## src/rtl/cdb_arbiter_pkg.sv

```systemverilog
// cdb_arbiter_pkg: shared widths, result type and round-robin helper for the CDB arbiter
// Provides ROB_Entry_Width/Data_Width defaults (overridable by an earlier defines.v),
// CDB_Src_Num and CDB_Fifo_Depth, the packed result type and the rr successor function.
`ifndef ROB_Entry_Width
`define ROB_Entry_Width 6
`endif
`ifndef Data_Width
`define Data_Width 32
`endif
`ifndef CDB_Src_Num
`define CDB_Src_Num 3
`endif
`ifndef CDB_Fifo_Depth
`define CDB_Fifo_Depth 2
`endif
package cdb_arbiter_pkg;
  localparam int ENTRY_W = `ROB_Entry_Width;
  localparam int DATA_W = `Data_Width;
  localparam int SRC_NUM = `CDB_Src_Num;
  localparam int FIFO_DEPTH = `CDB_Fifo_Depth;
  typedef struct packed {
    logic [ENTRY_W-1:0] entry;
    logic [DATA_W-1:0] value;
  } cdb_item_t;
  function automatic logic [1:0] next_src(input logic [1:0] s);
    return s == 2'd2 ? 2'd0 : s + 2'd1;
  endfunction
endpackage

```

## src/rtl/cdb_src_fifo.sv

```systemverilog
// cdb_src_fifo: 2-entry per-source result FIFO feeding the CDB arbiter
// Ports: clk, rst (async, active-high), flush (empties), push/din (guarded by ready),
// pop (guarded by nonempty), head (oldest result), ready (count < 2), nonempty.
module cdb_src_fifo
  import cdb_arbiter_pkg::*;
(
  input  logic      clk,
  input  logic      rst,
  input  logic      flush,
  input  logic      push,
  input  logic      pop,
  input  cdb_item_t din,
  output cdb_item_t head,
  output logic      ready,
  output logic      nonempty
);
  cdb_item_t mem [FIFO_DEPTH];
  logic rd, wr, do_push, do_pop;
  logic [1:0] count;
  assign ready = ~count[1];
  assign nonempty = |count;
  assign head = mem[rd];
  assign do_push = push & ready & ~flush;
  assign do_pop = pop & nonempty & ~flush;
  always_ff @(posedge clk)
    if (do_push) mem[wr] <= din;
  // single-bit pointers wrap modulo 2 by themselves
  always_ff @(posedge clk or posedge rst)
    if (rst) begin
      rd <= 1'b0;
      wr <= 1'b0;
      count <= 2'd0;
    end else if (flush) begin
      rd <= 1'b0;
      wr <= 1'b0;
      count <= 2'd0;
    end else begin
      if (do_push) wr <= ~wr;
      if (do_pop) rd <= ~rd;
      count <= count + {1'b0, do_push} - {1'b0, do_pop};
    end
endmodule

```

## src/rtl/cdb_arbiter.sv

```systemverilog
// cdb_arbiter: round-robin arbiter broadcasting one buffered result per cycle on the CDB
// Ports: clk, rst (async, active-high); per source i in 0..2: si_valid/si_entry/si_value in,
// si_ready out; flush squashes all buffered results; cdb_write/cdb_entry/cdb_value registered broadcast.
module cdb_arbiter
  import cdb_arbiter_pkg::*;
(
  input  logic                        clk,
  input  logic                        rst,
  input  logic                        s0_valid,
  input  logic [`ROB_Entry_Width-1:0] s0_entry,
  input  logic [`Data_Width-1:0]      s0_value,
  output logic                        s0_ready,
  input  logic                        s1_valid,
  input  logic [`ROB_Entry_Width-1:0] s1_entry,
  input  logic [`Data_Width-1:0]      s1_value,
  output logic                        s1_ready,
  input  logic                        s2_valid,
  input  logic [`ROB_Entry_Width-1:0] s2_entry,
  input  logic [`Data_Width-1:0]      s2_value,
  output logic                        s2_ready,
  input  logic                        flush,
  output logic                        cdb_write,
  output logic [`ROB_Entry_Width-1:0] cdb_entry,
  output logic [`Data_Width-1:0]      cdb_value
);
  logic [SRC_NUM-1:0] valid, ready, nonempty;
  cdb_item_t din [SRC_NUM];
  cdb_item_t head [SRC_NUM];
  logic [1:0] rr, p1, p2, gsel;
  logic any;
  assign valid = {s2_valid, s1_valid, s0_valid};
  assign {s2_ready, s1_ready, s0_ready} = ready;
  assign din[0] = '{entry: s0_entry, value: s0_value};
  assign din[1] = '{entry: s1_entry, value: s1_value};
  assign din[2] = '{entry: s2_entry, value: s2_value};
  assign p1 = next_src(rr);
  assign p2 = next_src(p1);
  assign any = |nonempty;
  // first non-empty source scanning from rr; p2 is the fallback when only it can be requesting
  assign gsel = nonempty[rr] ? rr : nonempty[p1] ? p1 : p2;
  generate
    for (genvar i = 0; i < SRC_NUM; i++) begin : g_src
      cdb_src_fifo u_fifo (
        .clk      (clk),
        .rst      (rst),
        .flush    (flush),
        .push     (valid[i]),
        .pop      (any && gsel == 2'(i)),
        .din      (din[i]),
        .head     (head[i]),
        .ready    (ready[i]),
        .nonempty (nonempty[i])
      );
    end
  endgenerate
  always_ff @(posedge clk or posedge rst)
    if (rst) begin
      rr <= 2'd0;
      cdb_write <= 1'b0;
      cdb_entry <= '0;
      cdb_value <= '0;
    end else if (flush) begin
      cdb_write <= 1'b0;
    end else begin
      cdb_write <= any;
      if (any) begin
        cdb_entry <= head[gsel].entry;
        cdb_value <= head[gsel].value;
        rr <= next_src(gsel);
      end
    end
endmodule

```

## config.mk

```make
export PLATFORM = sky130hd
export DESIGN_NAME = cdb_arbiter
export DESIGN_NICKNAME = d
export VERILOG_FILES = /design/src/rtl/cdb_arbiter_pkg.sv /design/src/rtl/cdb_src_fifo.sv /design/src/rtl/cdb_arbiter.sv
export SDC_FILE = /design/constraint.sdc
export NUM_CORES = 1
export LEC_CHECK = 0
export ABC_AREA = 1
export CAP_MARGIN = 15
export CORE_ASPECT_RATIO = 0.9
export CORE_MARGIN = 1
export CORE_UTILIZATION = 45
export CTS_CLUSTER_SIZE = 40
export DETAILED_ROUTE_END_ITERATION = 8
export GPL_ROUTABILITY_DRIVEN = 0
export PLACE_DENSITY_LB_ADDON = 0.08
export SLEW_MARGIN = 5
export SYNTH_ARGS = -nofsm -noshare
export SYNTH_HDL_FRONTEND = slang
export SYNTH_HIERARCHICAL = 1
export SYNTH_SLANG_ARGS = --single-unit
```

## constraint.sdc

```tcl
create_clock -name clk -period 2.5 [get_ports clk]
set_clock_uncertainty 0.1 [all_clocks]
set_input_delay 0.375 -clock clk [delete_from_list [all_inputs] [get_ports clk]]
set_output_delay 0.375 -clock clk [all_outputs]
set_load 0.02 [all_outputs]
```

==> out/metrics.yaml <==
period_minus_slack_ns: 2.24
setup_tns_ns: 0
synthCells: 1078
fin_crit_sh_pct: 89.6
final_cell_mix: "nand2_1, edfxtp_1, clkdlybuf4s50_1"
startpoint_type: "flip-flop"
slew_viol_final: 0
die-area_mm2: 0.0265
final_util_pct: 58.3
clock-sinks: 281
slew_headroom_pct: 50.9
holdWs_ns: 0.129
start_util_pct: 46.0
cp_slowest_cell: "clkdlybuf4s50_1"
avgSynthCellArea_um2: 10.8
critPathKind: "flip-flop to output pin"
n_fill_cell: 2147
p_leak_nw: 6.08
drtIter0Drc: 548
end_kind: "output pin"
outcome: "completed"
synth_compound_area_share_pct: 2.72
synth_xor_area_share_pct: 0
ioPinCount: 162
port_buffers: 161
power_density_mw_per_mm2: 1050
synth_top_family_by_area: "simple AND/OR/NAND/NOR gates"
setup_viol: 0
seq_area_frac_synth_pct: 70.4
dpl.hpwl_mm: 18.4
critPathTopFamily: "buffers and inverters"
synth_edf_count: 228
antenna_found_initial: 0
grt_overflow: 0
first_global_vias: 7636
cpPeakStageDelay_ns: 0.63
wl_per_cell_um: 16.9
ir_worst_vdd_mv: 0.690
path_buf_inv: 3
cts_buffers: 29
yosysWarnings: 6
first_pass_iters: 5
grt_setup_unrepaired: "false"
synth_fa_ha_area_share_pct: 0.647
yosysUniqueCellTypes: 27
via_count: 7865
drcViolationCount: 0
ant_nets: 0
clk_pin_slew_ns: 0.06
totalWireLength_mm: 27.3
diodes: 0
fp.dieW_um: 171
ys.flop_type: "edfxtp_1"
vias_per_cell: 4.86
cap_violations: 0
grt_pass1_wl_mm: 42.5
cts_buffer_depth: 3
grt_use_total_pct: 21.5
worst_pin_slew_ns: 0.735
holdCritPathClass: "input pin to asynchronous set/reset pin"
clk_latency_ns: 0.55
syn_nets: 1204
h-tree-depth: 1
clk_root_buffer_cell: "clkbuf_16"
critical_path.max_fanout: 4
synth-simple-area-share_pct: 22.5
drive_gt1_share_pct: 9.71
synth-seq-cells: 281
postSynth.asyncResetShare_pct: 18.9
required_ns: 2.03
num_rows: 55
post_cts_buffers: 0
die_h_um: 154
fmaxAchievable_mhz: 446
finalHoldViolations: 0
layout.nets: 1380
final_common_cell: "nand2_1"
cts_tree: "yes"
core_region_area_mm2: 0.0253
cp.arrival_ns: 1.76
syn-cell-area_mm2: 0.0116
crit_chain: "inv_1 > buf_4 > clkdlybuf4s50_1"
synth.area.mux_share_pct: 0
area_growth_syn_to_layout_pct: 26.9
grt_start_max_net_pins: 42
area by class of cell:
| cell class | count | area, um^2 | area share, % |
|---|---|---|---|
| well taps | 342 | 428 | 2.90 |
| inverters | 41 | 156 | 1.06 |
| clock buffers | 40 | 817 | 5.55 |
| clock inverters | 14 | 121 | 0.824 |
| flip-flops and latches | 281 | 8170 | 55.5 |
| multi-input cells | 709 | 3070 | 20.8 |
| repair buffers | 192 | 1970 | 13.4 |
stage by stage:
step	power (mW)	instances	cell area, um^2	worst slack [ns]
after detailed placement	11.3	1565	13800	0.173
after global routing	16.3	1619	14700	0.00474
final	15.4	1619	14700	0.260
after global placement	11.3	1565	13800	0.209
after CTS	15.6	1619	14700	0.161
after floorplan	9.29	1078	11600	0.00516
worst paths after layout:
kind	from	endpoint	slack (ns)	cells after the start
setup reg to reg	g_src[2].u_fifo/count[1]$_DFF_PP0_	g_src[0].u_fifo/count[1]$_DFF_PP0_	0.28	18
hold reg to reg	cdb_value[15]$_DFFE_PP0P_	cdb_value[15]$_DFFE_PP0P_	0.37	2
setup / recovery	g_src[2].u_fifo/count[1]$_DFF_PP0_	s2_ready	0.26	3
min in group clk	s2_entry[4]	g_src[2].u_fifo/mem[0][36]$_DFFE_PP_	0.30	1
max in group asynchronous	rst	cdb_entry[4]$_DFFE_PP0P_	1.54	3
hold / removal	rst	g_src[1].u_fifo/rd$_DFFE_PP0P_	0.13	2
sequential cells by signal, indices dropped and copies added (netlist names):
signal and flops:
g_src.u_fifo/wr 3, cdb_write 1, g_src.u_fifo/mem 228, cdb_value 32, cdb_entry 6, g_src.u_fifo/rd 3
rr 2, g_src.u_fifo/count 6
layer usage:
| layer | share of wire, % | vias up | global-route usage, % |
|---|---|---|---|
| met4 | 1.8 | 0 | 5.14 |
| met2 | 52 | 166 | 37.7 |
| li1 | - | 3907 | - |
| met1 | 43 | 3752 | 28.4 |
| met5 | 0 | - | 0 |
| met3 | 3.5 | 40 | 2.56 |
power by group:
| part | switching [mW] | internal, mW |
|---|---|---|
| combinational | 3.32 | 1.88 |
| sequential | 0.329 | 5.68 |
| clock | 1.75 | 2.48 |
synthesized netlist by cell type, types with 2 or more instances:
master,number,area share [%]
nor2_1,39,1.3
nand3_1,58,2.5
buf_2,27,1.2
nand4_1,7,0.38
edfxtp_1,228,59
nand2_4,2,0.19
o21ai_0,5,0.22
a21oi_2,20,1.5
dfrtp_1,53,11
or2_2,3,0.16
clkbuf_1,3,0.097
inv_1,34,1.1
buf_4,12,0.78
ha_1,6,0.65
a21oi_1,23,0.99
buf_6,3,0.29
inv_2,6,0.19
nand2_1,539,17
nor2_4,2,0.19
kinds of logic (layout without fill, tap and decap cells):
kind of cell / Yosys count / in the layout
and+or+nand+nor: 655 / 655
DFF: 281 / 281
buffers and inverters: 88 / 287
AOI/OAI and AO/OA: 48 / 48
adders and majority gates: 6 / 6
timing repair:
action | CTS | global route
resized for setup | 0 | 5
hold buffers | 0 | 0
setup endpoints to repair | 0 | 6
Power figures use the tool's default switching activity.
